--- config.mk ---
export PLATFORM = sky130hd
export DESIGN_NAME = bcd_mult_seq_flat
export DESIGN_NICKNAME = d
export VERILOG_FILES = /design/src/rtl/bcd_mult_seq_pkg.sv /design/src/rtl/bcd_mult_seq_if.sv /design/src/rtl/bcd_mult_seq_digit_mult.sv /design/src/rtl/bcd_mult_seq.sv /design/src/flat_wrapper.sv
export SDC_FILE = /design/constraint.sdc
export NUM_CORES = 1
export LEC_CHECK = 0
export ABC_AREA = 1
export CELL_PAD_IN_SITES_DETAIL_PLACEMENT = 0
export CELL_PAD_IN_SITES_GLOBAL_PLACEMENT = 1
export CORE_MARGIN = 5
export CORE_UTILIZATION = 39
export DETAILED_ROUTE_END_ITERATION = 16
export PLACE_DENSITY_LB_ADDON = 0.1
export SLEW_MARGIN = 10
export SYNTH_ARGS = -nofsm -noshare
export SYNTH_HDL_FRONTEND = slang
export SYNTH_HIERARCHICAL = 1
export SYNTH_SLANG_ARGS = --single-unit
--- constraint.sdc ---
create_clock -name clk -period 9.79 [get_ports clk]
set_clock_uncertainty 0.2 [all_clocks]
set_input_delay 2.4475 -clock clk [delete_from_list [all_inputs] [get_ports clk]]
set_output_delay 2.4475 -clock clk [all_outputs]
set_load 0.02 [all_outputs]
--- src/rtl/bcd_mult_seq_pkg.sv ---
`default_nettype none
// ============================================================================
// Module : bcd_pkg
// Brief  : Shared BCD widths, controller state encoding and digit check.
// Rev    : 1.0
// ============================================================================
package bcd_pkg;

    localparam int DIGIT_W   = 4;
    localparam int MAX_DIGIT = 9;

    typedef enum logic [1:0] {
        ST_IDLE  = 2'd0,
        ST_CHECK = 2'd1,
        ST_MUL   = 2'd2,
        ST_DONE  = 2'd3
    } state_t;

    function automatic logic digit_valid(input logic [DIGIT_W-1:0] d);
        return (d <= DIGIT_W'(MAX_DIGIT));
    endfunction

endpackage
`default_nettype wire

--- src/rtl/bcd_mult_seq_if.sv ---
`default_nettype none
// ============================================================================
// Module : bcd_mult_seq_if
// Brief  : start/busy/done handshake and operand/product bus of the multiplier.
// Rev    : 1.0
// ============================================================================
interface bcd_mult_seq_if
    import bcd_pkg::*;
#(
    parameter int N = 2
);

    logic                     start;
    logic [N*DIGIT_W-1:0]     a;
    logic [N*DIGIT_W-1:0]     b;
    logic                     busy;
    logic                     done;
    logic                     error;
    logic [2*N*DIGIT_W-1:0]   product;

    modport master (
        output start, a, b,
        input  busy, done, error, product
    );

    modport slave (
        input  start, a, b,
        output busy, done, error, product
    );

endinterface
`default_nettype wire

--- src/rtl/bcd_mult_seq_digit_mult.sv ---
`default_nettype none
// ============================================================================
// Module : bcd_digit_mult
// Brief  : Combinational one-digit by one-digit BCD multiply, two-digit result.
// Rev    : 1.0
// ============================================================================
module bcd_digit_mult
    import bcd_pkg::*;
(
    input  logic [DIGIT_W-1:0] a,
    input  logic [DIGIT_W-1:0] b,
    output logic [DIGIT_W-1:0] tens,
    output logic [DIGIT_W-1:0] ones,
    output logic               invalid
);

    logic [6:0] w_bin;

    assign w_bin   = 7'(a) * 7'(b);
    assign invalid = !digit_valid(a) || !digit_valid(b);

    // Product of two valid digits is at most 81, so the tens digit never exceeds 8.
    always_comb begin
        tens = '0;
        for (int k = 1; k <= 8; k++) begin
            if (w_bin >= 7'(10 * k)) begin
                tens = DIGIT_W'(k);
            end
        end
        ones = DIGIT_W'(w_bin - 7'(10) * 7'(tens));
    end

endmodule
`default_nettype wire

--- src/rtl/bcd_mult_seq.sv ---
`default_nettype none
// ============================================================================
// Module : bcd_mult_seq
// Brief  : Sequential N-digit BCD multiplier, one digit pair per cycle.
// Rev    : 1.0
// ============================================================================
module bcd_mult_seq
    import bcd_pkg::*;
#(
    parameter int N = 2
) (
    input  logic           clk,
    input  logic           reset_n,
    bcd_mult_seq_if.slave  bus
);

    localparam int         c_OP_W  = N * DIGIT_W;
    localparam int         c_ACC_W = 2 * N * DIGIT_W;
    localparam logic [1:0] c_LAST  = 2'(N - 1);

    state_t                r_state;
    logic [c_OP_W-1:0]     r_a;
    logic [c_OP_W-1:0]     r_b;
    logic [1:0]            r_i;
    logic [1:0]            r_j;
    logic [c_ACC_W-1:0]    r_acc;
    logic [c_ACC_W-1:0]    r_product;
    logic                  r_busy;
    logic                  r_done;
    logic                  r_error;

    logic [DIGIT_W-1:0]    w_da;
    logic [DIGIT_W-1:0]    w_db;
    logic [DIGIT_W-1:0]    w_pp_tens;
    logic [DIGIT_W-1:0]    w_pp_ones;
    logic                  w_pp_invalid;
    logic                  w_ops_valid;
    logic [2:0]            w_offset;
    logic [c_ACC_W-1:0]    w_pp_ext;
    logic [c_ACC_W-1:0]    w_addend;
    logic [c_ACC_W-1:0]    w_acc_next;
    logic [2*N-1:0]        w_carry;

    assign bus.busy    = r_busy;
    assign bus.done    = r_done;
    assign bus.error   = r_error;
    assign bus.product = r_product;

    always_comb begin
        w_da        = '0;
        w_db        = '0;
        w_ops_valid = 1'b1;
        for (int k = 0; k < N; k++) begin
            if (r_i == 2'(k)) w_da = r_a[k*DIGIT_W +: DIGIT_W];
            if (r_j == 2'(k)) w_db = r_b[k*DIGIT_W +: DIGIT_W];
            if (!digit_valid(r_a[k*DIGIT_W +: DIGIT_W]) ||
                !digit_valid(r_b[k*DIGIT_W +: DIGIT_W])) begin
                w_ops_valid = 1'b0;
            end
        end
    end

    bcd_digit_mult u_digit_mult (
        .a       (w_da),
        .b       (w_db),
        .tens    (w_pp_tens),
        .ones    (w_pp_ones),
        .invalid (w_pp_invalid)
    );

    // Place the two-digit partial product at digit position i+j.
    assign w_offset = 3'(r_i) + 3'(r_j);

    always_comb begin
        w_pp_ext                  = '0;
        w_pp_ext[2*DIGIT_W-1:0]   = {w_pp_tens, w_pp_ones};
        w_addend                  = w_pp_ext << (DIGIT_W * int'(w_offset));
    end

    // Ripple decimal adder: a digit sum above 9 is corrected by +6 and carries.
    assign w_carry[0] = 1'b0;

    for (genvar d = 0; d < 2 * N; d++) begin : g_bcd_add
        logic [DIGIT_W:0] w_sum;
        logic             w_adj;

        assign w_sum = {1'b0, r_acc[d*DIGIT_W +: DIGIT_W]}
                     + {1'b0, w_addend[d*DIGIT_W +: DIGIT_W]}
                     + {{DIGIT_W{1'b0}}, w_carry[d]};
        assign w_adj = w_sum[DIGIT_W] || !digit_valid(w_sum[DIGIT_W-1:0]);
        assign w_acc_next[d*DIGIT_W +: DIGIT_W] =
            w_sum[DIGIT_W-1:0] + (w_adj ? DIGIT_W'(6) : DIGIT_W'(0));

        if (d < 2 * N - 1) begin : g_carry
            assign w_carry[d+1] = w_adj;
        end
    end

    always_ff @(posedge clk or negedge reset_n) begin
        if (!reset_n) begin
            r_state   <= ST_IDLE;
            r_a       <= '0;
            r_b       <= '0;
            r_i       <= '0;
            r_j       <= '0;
            r_acc     <= '0;
            r_product <= '0;
            r_busy    <= 1'b0;
            r_done    <= 1'b0;
            r_error   <= 1'b0;
        end else begin
            r_done <= 1'b0;
            case (r_state)
                ST_IDLE, ST_DONE: begin
                    if (bus.start) begin
                        r_a       <= bus.a;
                        r_b       <= bus.b;
                        r_acc     <= '0;
                        r_product <= '0;
                        r_error   <= 1'b0;
                        r_busy    <= 1'b1;
                        r_state   <= ST_CHECK;
                    end else begin
                        r_state   <= ST_IDLE;
                    end
                end
                ST_CHECK: begin
                    r_i <= '0;
                    r_j <= '0;
                    if (!w_ops_valid) begin
                        r_error <= 1'b1;
                        r_busy  <= 1'b0;
                        r_done  <= 1'b1;
                        r_state <= ST_DONE;
                    end else begin
                        r_state <= ST_MUL;
                    end
                end
                ST_MUL: begin
                    if (w_pp_invalid) begin
                        // Captured digits were validated in CHECK; guard kept for robustness.
                        r_error <= 1'b1;
                        r_busy  <= 1'b0;
                        r_done  <= 1'b1;
                        r_state <= ST_DONE;
                    end else if (r_i == c_LAST && r_j == c_LAST) begin
                        r_acc     <= w_acc_next;
                        r_product <= w_acc_next;
                        r_i       <= '0;
                        r_j       <= '0;
                        r_busy    <= 1'b0;
                        r_done    <= 1'b1;
                        r_state   <= ST_DONE;
                    end else begin
                        r_acc <= w_acc_next;
                        if (r_j == c_LAST) begin
                            r_j <= '0;
                            r_i <= r_i + 2'd1;
                        end else begin
                            r_j <= r_j + 2'd1;
                        end
                    end
                end
                default: r_state <= ST_IDLE;
            endcase
        end
    end

endmodule
`default_nettype wire
--- src/flat_wrapper.sv ---
// flat-port wrapper written by rule: the top's interface ports become plain ports
module bcd_mult_seq_flat import bcd_pkg::*;
#(
    parameter int N = 2
)
  (clk, reset_n, bus_start, bus_a, bus_b, bus_busy, bus_done, bus_error, bus_product);
  bcd_mult_seq_if #(.N(N)) bus_i ();
  input  logic clk;
  input  logic reset_n;
  input wire logic [$bits(bus_i.start)-1:0] bus_start;
  input wire logic [$bits(bus_i.a)-1:0] bus_a;
  input wire logic [$bits(bus_i.b)-1:0] bus_b;
  output wire logic [$bits(bus_i.busy)-1:0] bus_busy;
  output wire logic [$bits(bus_i.done)-1:0] bus_done;
  output wire logic [$bits(bus_i.error)-1:0] bus_error;
  output wire logic [$bits(bus_i.product)-1:0] bus_product;
  assign bus_i.start = bus_start;
  assign bus_i.a = bus_a;
  assign bus_i.b = bus_b;
  assign bus_busy = bus_i.busy;
  assign bus_done = bus_i.done;
  assign bus_error = bus_i.error;
  assign bus_product = bus_i.product;
  bcd_mult_seq #(.N(N)) u_core (.clk(clk), .reset_n(reset_n), .bus(bus_i));
endmodule
# Word-level counts from Yosys, hierarchy flattened

Cells that the tools add are included.

Logic and storage cells: 139
Bits in registers: 57
Input bits: 19
Output and inout bits: 19

Eq/ne operators: 12
Order comparisons: 18
Reduce and logical (&&, ||, !) cells: 31
$add $sub $neg: 15
Multipliers: 2
Mux-type cells: 50
Shifts and indexed selects: 1

Operator list:

| cell               | number |
|---|---|
| $mux 16            | 4 |
| $pmux 16 s2        | 2 |
| $mux 4             | 11 |
| $le 4x4->1 const B | 10 |
| $ge 7x6->1 const B | 3 |
| $add 4x4->5        | 4 |
| $add 4x4->4        | 4 |
| $mux 2             | 8 |
| $shl 8x5->16       | 1 |
| $add 5x1->5        | 3 |
| $mux 1             | 15 |
| $ge 7x5->1 const B | 2 |
| $ge 7x7->1 const B | 2 |
| $mux 3             | 4 |
| $reduce_and 3->1   | 4 |
| $logic_not 1->1    | 10 |
| $ne 2x2->1 const B | 4 |
| $pmux 2 s2         | 2 |
| $ge 7x4->1 const B | 1 |
| $logic_or 1x1->1   | 7 |
| $mul 4x4->7        | 1 |
| $eq 2x1->1 const B | 3 |
| $logic_not 2->1    | 3 |
| $pmux 1 s3         | 2 |
| 15 further kinds   | 19 |

# Longest topological paths before layout

Gate-level depths: netlist (run 1).

Depth in word-level cells: 37
Mapped depth: 59
Depth with buffers taken out: 59

# By module

Netlist (run 1), hierarchy kept.

Modules (own cells, without submodules):

| module         | cells an instance | sequential area each (sq um) | area each (sq um) | times used |
|---|---|---|---|---|
| bcd_mult_seq   | 432               | 1426.4                       | 3505.9            | 1 |
| bcd_digit_mult | 127               | 0.0                          | 777.0             | 1 |

# Worst setup path after synthesis (run 1)

No wires, ideal clock.

Path type: reg2reg
From: reg u_core.r_j[1]
To: reg u_core.r_acc[14]
Required time: 9.463 ns
Path slack: -0.312 ns
Setup time: 0.127 ns
Period minus slack after synthesis: 10.102 ns
Path buffers: 0
Arrival: 9.775 ns
Stages on the path, launching flop included: 53
Path through: dfrtp_1 o31ai_1 nand2_1 fa_1 inv_1 fa_1 fa_1 nand2_1 clkinv_2 nor2_4 nand2_4 nor2_2 nor2_2 nand3_2 nand2_1 nand2_1 nand2_2 a21oi_1 [... 17 more ...] nand2_1 nand3_1 nand2_1 fa_1 fa_1 xnor2_1 nand2_1 nand3_1 nand2_1 fa_1 fa_1 xor2_1 nor2_1 o211ai_1 ha_1 fa_1 nand2_1 o21ai_0

Word-level cells in the longest chain between the ends: 36
Elaborated cells between the ends (all ways): 53
Those cells by class: 10 x add/sub; 2 x mul; 13 x order compare; 2 x eq/ne; 1 x shift; 13 x mux; 12 x reduce/logical

Ends and longest elaborated chain:

| item                     | RTL line                      | RTL |
|---|---|---|
| start: declaration       | bcd_mult_seq.sv:25            | `logic [1:0] r_j;` |
| start signal: assignment | bcd_mult_seq.sv:160           | `r_j <= r_j + 2'd1;` |
| $logic_not 2->1          | bcd_mult_seq.sv:55            | `if (r_j == 2'(k)) w_db = r_b[k*DIGIT_W +: DIGIT_W];` |
| $mux 4                   | bcd_mult_seq.sv:55            |  |
| $mux 4 (*)               | bcd_mult_seq.sv:55            |  |
| via u_core.w_db[3]       | bcd_mult_seq.sv:33            | `logic [DIGIT_W-1:0] w_db;` |
| $mul 4x4->7 (*)          | bcd_mult_seq_digit_mult.sv:19 | `assign w_bin = 7'(a) * 7'(b);` |
| $ge 7x4->1               | bcd_mult_seq_digit_mult.sv:26 | `if (w_bin >= 7'(10 * k)) begin` |
| $mux 1                   | bcd_mult_seq_digit_mult.sv:26 |  |
| $mux 4 (6 in series)     | bcd_mult_seq_digit_mult.sv:26 |  |
| [... 1 more ...]         | -                             |  |
| via u_core.w_pp_tens[0]  | bcd_mult_seq.sv:34            | `logic [DIGIT_W-1:0] w_pp_tens;` |
| [... 2 more ...]         | -                             |  |
| via u_core.w_pp_ones[3]  | bcd_mult_seq.sv:35            | `logic [DIGIT_W-1:0] w_pp_ones;` |
| [... 13 more ...]        | -                             |  |
| $add 5x1->5 (*)          | bcd_mult_seq.sv:89            | `+ {{DIGIT_W{1'b0}}, w_carry[d]};` |
| $le 4x4->1               | bcd_mult_seq_pkg.sv:20        | `return (d <= DIGIT_W'(MAX_DIGIT));` |
| $logic_not 1->1          | bcd_mult_seq.sv:90            | `assign w_adj = w_sum[DIGIT_W] \|\| !digit_valid(w_sum[DIGIT_W-1:0]);` |
| $logic_or 1x1->1         | bcd_mult_seq.sv:90            |  |
| $mux 3                   | bcd_mult_seq.sv:92            | `w_sum[DIGIT_W-1:0] + (w_adj ? DIGIT_W'(6) : DIGIT_W'(0));` |
| $add 4x4->4 (*)          | bcd_mult_seq.sv:92            |  |
| $mux 16 (*)              | bcd_mult_seq.sv:140           | `if (w_pp_invalid) begin` |
| $pmux 16 s2 (*)          | bcd_mult_seq.sv:113           | `case (r_state)` |
| end signal: assignment   | bcd_mult_seq.sv:147           | `r_acc <= w_acc_next;` |
| end signal: assignment   | bcd_mult_seq.sv:155           | `r_acc <= w_acc_next;` |
| end: declaration         | bcd_mult_seq.sv:26            | `logic [c_ACC_W-1:0] r_acc;` |

Mark *: on every way through the listed nets, which the timed path passes. The rest lies on a longest branch. The select of a mux whose other input is x is not followed.
A chain may end at the register's enable or synchronous reset.

# Worst setup path in the final report (run 1)

From: reg u_core.r_j[0]
To: reg u_core.r_acc[14]

The elaborated chain is that of the path after synthesis.

==> results.sh, run 1 <==
export IMPL_status="finished with violations"
export IMPL_violations="negative setup slack"
export IMPL_rsz0062_at_grt="yes"
export IMPL_synthArstFlopShare=1.000
export IMPL_reg2reg_depth=54
export IMPL_crit_path_start_kind="register"
export IMPL_synth_seq_cells=57
export IMPL_crit_arrival_ns=9.97
export IMPL_grt_max_degree=58
export IMPL_clkTransAtPathRegs_ns=0.08
export IMPL_hold_slack_ns=0.2821
export IMPL_die_h_um=114.8
export IMPL_reg2reg_slack_ns=-0.19
export IMPL_critPathSlowestCell="fa_1"
export IMPL_crit_end="u_core/r_acc[14]$_DFFE_PN0P_"
export IMPL_cp_end_kind="register"
export IMPL_final_common_cell="nand2_1"
export IMPL_worst_pin_slew_ns=1.043
export IMPL_vias=3783
export IMPL_finalSetupViolCount=4
export IMPL_syn_inst=559
export IMPL_fin_crit_sh=1.019
export IMPL_synth_area_leaders="dfrtp_1 33%, nand2_1 16%, ha_1 9.1%"
export IMPL_layout_common_cells="167 x nand2_1, 61 x inv_1, 57 x dfrtp_1"
export IMPL_initial_core_util=0.3968
export IMPL_dieArea_um2=13180
export IMPL_hold_viol=0
export IMPL_cts_tree="built"
export IMPL_wl_per_cell_um=13.00
export IMPL_rows=38
export IMPL_crit_required_ns=9.78
export IMPL_root_buffer="clkbuf_8"
export IMPL_port_buffers=37
export IMPL_critPathMaxFanout=3
export IMPL_cp_startpoint="u_core/r_j[0]$_DFFE_PN0P_"
export IMPL_ys_seq_area_frac=0.3330
export IMPL_drive_gt1_frac=0.2626
export IMPL_cts_sinks=57
export IMPL_cts_path_max_buffers=2
export IMPL_antenna_found_initial=0
export IMPL_synth_edf_count=0
export IMPL_overflow=0
export IMPL_relSlewSlack=0.3033
export IMPL_worstSetupPathType="register to register"
export IMPL_hold_class="register to register"
export IMPL_h_tree_depth=3
export IMPL_synth_cell_type_count=38
export IMPL_fmax_ghz=0.1002
export IMPL_track_usage=0.1633
export IMPL_dp_hpwl_mm=7.786
export IMPL_grt_pass1_wl_mm=17.30
export IMPL_synth_flop_cell="dfrtp_1"
export IMPL_area_growth_pct=31.32
export IMPL_crit_reg2reg_launch="u_core/r_j[0]$_DFFE_PN0P_"
export IMPL_yosys_area_top_type="dfrtp_1"
export IMPL_via_per_inst=4.758
export IMPL_wl_mm=10.33
export IMPL_fin_setup_tns_ns=-0.5916
export IMPL_cp_slowest_stage_delay_ns=0.53
export IMPL_syn_cell_area_um2=4283
export IMPL_syn_area_per_cell_um2=7.662
export IMPL_pin_count=38
export IMPL_clk_latency_ns=0.34
export IMPL_die_width_um=114.8
export IMPL_drv_cap=0
export IMPL_layout_setup_ws_ns=-0.1851
export IMPL_drc=0
export IMPL_core_um2=10790
export IMPL_gp_congestion=0.8595
export IMPL_fin_crit_ns=9.975
export IMPL_post_route_cell_area_um2=5624
export IMPL_ant_nets=0
export IMPL_dpl_instance_area_um2=5132
export IMPL_cts_buffers=9
export IMPL_final_max_slew_viol_count=0
export IMPL_yosysWarningCount=6
export IMPL_r2r_end="u_core/r_acc[14]$_DFFE_PN0P_"
export IMPL_fin_nets=717
export IMPL_dr_pass1_iters=5
export IMPL_synth_top_area_frac=0.3330
export IMPL_drt_initial_drc_count=142
export IMPL_n_antenna_cell=0
export IMPL_syn_nets=626
export IMPL_grt_pass1_vias=3736
export IMPL_crit_top_cell="fa_2"
flip-flops by register name, summed over array words and instances, names as in the netlist:
| register | cells |
|---|---|
| u_core/bus.done | 1 |
| u_core/r_b | 8 |
| u_core/r_i | 2 |
| u_core/r_state | 2 |
| u_core/bus.error | 1 |
| u_core/bus.product | 16 |
| u_core/bus.busy | 1 |
| u_core/r_j | 2 |
| u_core/r_a | 8 |
| u_core/r_acc | 16 |
worst max-delay path: cells and delay by family (launching register included):
family / cells / cell delay, ns
buffers and inverters: 8 / 0.54
AO/OA/AOI/OAI: 6 / 0.72
XOR/XNOR: 4 / 0.67
flip-flops: 1 / 0.44
adder cells (fa/ha/maj): 14 / 5.30
AND/OR/NAND/NOR: 22 / 1.98
routing by layer:
layer	vias up	wire, um	GRT usage
li1	1966	-	-
met1	1741	4628	0.2086
met3	12	319	0.02737
met4	0	116	0.04773
met2	64	5268	0.2852
met5	-	0	0
cell usage after synthesis (all sizes together) (2+ instances only):
| library cell | count |
|---|---|
| a21oi | 17 |
| buf | 5 |
| clkbuf | 6 |
| clkinv | 4 |
| dfrtp | 57 |
| fa | 17 |
| ha | 31 |
| inv | 74 |
| mux2i | 3 |
| nand2 | 193 |
| nand3 | 39 |
| nand3b | 4 |
| nand4 | 4 |
| nor2 | 43 |
| o211ai | 3 |
| o21ai | 48 |
| o22ai | 2 |
| xor2 | 3 |
area by class of cell:
class	count	area (um^2)
clock buffer	10	137.6
clock inverter	6	90.09
fill	1052	5169
inverter	78	300.3
multi-input combinational	413	2713
sequential	57	1426
tap	140	175.2
timing repair buffer	91	782.0
how the worst min path moves through the flow:
stage | slack (ns) | cells past startpoint | endpoint | start
floorplan | 0.25 | 2 | u_core/r_a[4]$_DFFE_PN0P_ | u_core/r_a[4]$_DFFE_PN0P_
CTS | 0.29 | 2 | u_core/bus.product[6]$_DFFE_PN0P_ | u_core/bus.product[6]$_DFFE_PN0P_
finish | 0.28 | 2 | u_core/bus.product[10]$_DFFE_PN0P_ | u_core/bus.product[10]$_DFFE_PN0P_
global route | 0.30 | 2 | u_core/bus.product[13]$_DFFE_PN0P_ | u_core/bus.product[13]$_DFFE_PN0P_
global placement | 0.25 | 2 | u_core/bus.product[6]$_DFFE_PN0P_ | u_core/bus.product[6]$_DFFE_PN0P_
detailed placement | 0.27 | 2 | u_core/bus.product[2]$_DFFE_PN0P_ | u_core/bus.product[2]$_DFFE_PN0P_
through the flow:
| step | instances | utilization | worst slack (ns) |
|---|---|---|---|
| floorplan | 559 | - | 0.01415 |
| global placement | 769 | 0.4755 | -0.08650 |
| detailed placement | 769 | 0.4755 | -0.2653 |
| CTS | 787 | 0.4992 | 0.01113 |
| global route | 795 | 0.5211 | -0.6169 |
| finish | 795 | 0.5211 | -0.1851 |
cells by family after synthesis:
| group | after synthesis | share of synthesized area |
|---|---|---|
| AOI/OAI and AO/OA | 74 | 0.1075 |
| adders and majority gates | 48 | 0.1700 |
| and+or+nand+nor | 284 | 0.2889 |
| xor gates and xnor gates | 4 | 0.008181 |
| buffers and inverters | 89 | 0.08530 |
| DFF | 57 | 0.3330 |
| muxes | 3 | 0.007012 |
timing repair:
| item | CTS | global route |
|---|---|---|
| setup buffers | 2 | 8 |
| hold buffers | 0 | 0 |
| pin swaps | 9 | 41 |
| setup endpoints to repair | 4 | 6 |
| gates resized for setup | 8 | 51 |
Power of run 1 is left out: the tool's default activity adds up to more than one toggle a clock period on the data nets, which glitch-free logic cannot reach.
==> run 2: changes to the inputs <==
SLEW_MARGIN = 20   (was 10)
==> results of run 2 <==
The final DEF is identical to that of run 1; final timing and power are the same.
Power of run 2 is left out for the same reason.
==> run 3: changes to the inputs <==
CORE_MARGIN = 2   (was 5)
CTS_BUF_LIST = sky130_fd_sc_hd__clkbuf_16   (was default)
==> run 3 against run 2 <==
  * The run now ends clean
  * Via count shrank 0.95%
  * Count of clock-buffer cells in the layout decreased by 1
  * Sequential share of layout area about the same
  * Highest routed layer unchanged
==> results.sh, run 3 (synthesis results as in run 1) <==
export IMPL_critPathMaxFanout=4
export IMPL_clkTransAtPathRegs_ns=0.05
export IMPL_fin_setup_tns_ns=0
export IMPL_cp_end_kind="register"
export IMPL_path_buf_inv=6
export IMPL_final_common_cell="nand2_1"
export IMPL_worstSetupPathType="register to register"
export IMPL_fmax_ghz=0.1029
export IMPL_core_um2=10790
export IMPL_relSlewSlack=0.3300
export IMPL_cts_buffers=9
export IMPL_drc=0
export IMPL_hold_viol=0
export IMPL_cts_tree="built"
export IMPL_cts_sinks=57
export IMPL_area_growth_pct=31.38
export IMPL_crit_required_ns=9.84
export IMPL_rows=38
export IMPL_via_per_inst=4.719
export IMPL_dpl_instance_area_um2=5117
export IMPL_gp_congestion=0.8657
export IMPL_fin_crit_sh=0.9927
export IMPL_grt_pass1_wl_mm=16.95
export IMPL_wl_per_cell_um=12.45
export IMPL_cts_path_max_buffers=2
export IMPL_initial_core_util=0.3968
export IMPL_worst_pin_slew_ns=1.003
export IMPL_drt_initial_drc_count=139
export IMPL_grt_max_degree=58
export IMPL_h_tree_depth=3
export IMPL_crit_path_start_kind="register"
export IMPL_die_width_um=108.8
export IMPL_pin_count=38
export IMPL_track_usage=0.1867
export IMPL_layout_setup_ws_ns=0.07113
export IMPL_dr_pass1_iters=4
export IMPL_drv_cap=0
export IMPL_ctsHoldBuffers=0
export IMPL_cp_slowest_stage_delay_ns=0.59
export IMPL_root_buffer="clkbuf_16"
export IMPL_hold_class="register to register"
export IMPL_post_route_cell_area_um2=5627
export IMPL_wl_mm=9.885
export IMPL_die_h_um=108.8
export IMPL_dieArea_um2=11840
export IMPL_place_ws_ns=-0.2467
export IMPL_rsz0062_at_grt="yes"
export IMPL_cp_top_family="adder cells"
export IMPL_finalSetupViolCount=0
export IMPL_fin_nets=716
export IMPL_status="finished clean"
export IMPL_n_antenna_cell=0
export IMPL_layout_common_cells="171 x nand2_1, 62 x inv_1, 56 x dfrtp_1"
export IMPL_grt_pass1_vias=3642
export IMPL_dp_hpwl_mm=7.524
export IMPL_fin_crit_ns=9.719
export IMPL_crit_arrival_ns=9.77
export IMPL_antenna_found_initial=0
export IMPL_clk_latency_ns=0.34
export IMPL_crit_top_cell="fa_2"
export IMPL_critPathSlowestCell="fa_2"
export IMPL_vias=3747
export IMPL_hold_slack_ns=0.2644
export IMPL_final_max_slew_viol_count=0
export IMPL_drive_gt1_frac=0.2492
export IMPL_port_buffers=37
export IMPL_ant_nets=0
export IMPL_overflow=0
-- run 3: stage by stage --
stage                     cells  utilization
after floorplan             559            -
after global placement      767       0.4741
after detailed placement    767       0.4741
after CTS                   787       0.5049
after global routing        794       0.5213
final                       794       0.5213
-- run 3: layout make-up --
class	count	area (um^2)
timing repair buffer	90	770.7
sequential	57	1428
clock buffer	9	225.2
fill	1066	5166
tap	140	175.2
inverter	78	302.8
clock inverter	7	63.81
multi-input combinational	413	2661
-- run 3: path summary, 6_finish.rpt --
| kind | to | startpoint | slack, ns | cells after the start |
|---|---|---|---|---|
| min in group asynchronous | u_core/bus.product[1]$_DFFE_PN0P_ | reset_n | 2.05 | 2 |
| setup reg to reg | u_core/r_acc[14]$_DFFE_PN0P_ | u_core/r_j[0]$_DFFE_PN0P_ | 0.07 | 53 |
| hold / removal | u_core/bus.product[6]$_DFFE_PN0P_ | u_core/bus.product[6]$_DFFE_PN0P_ | 0.26 | 2 |
| hold reg to reg | u_core/bus.product[6]$_DFFE_PN0P_ | u_core/bus.product[6]$_DFFE_PN0P_ | 0.26 | 2 |
| setup / recovery | u_core/r_acc[14]$_DFFE_PN0P_ | u_core/r_j[0]$_DFFE_PN0P_ | 0.07 | 53 |
| max in group asynchronous | u_core/r_j[0]$_DFFE_PN0P_ | reset_n | 6.81 | 2 |
-- run 3: layer usage --
layer  track usage  up-vias  part of all wire
li1              -     1955                 -
met1        0.2272     1723              0.45
met2        0.3219       57              0.50
met3       0.05081       12             0.036
met4       0.05769        0             0.015
met5             0        -                 0
-- run 3: worst register-to-register path, delay by kind of cell (launching register included) --
family | cells | cell delay (ns)
xor+xnor | 3 | 0.48
compound gates | 6 | 0.75
flops | 1 | 0.41
simple gates | 24 | 2.09
buf+inv | 6 | 0.38
fa+ha+maj | 14 | 5.32
-- run 3: repair_timing --
item	in CTS	in global routing
endpoints found under the hold margin	0	0
pin swaps	7	20
buffers inserted	4	7
endpoints found under the setup margin	4	6
gates resized for setup	8	42
cloned	0	0
Power of run 3 is left out for the same reason.
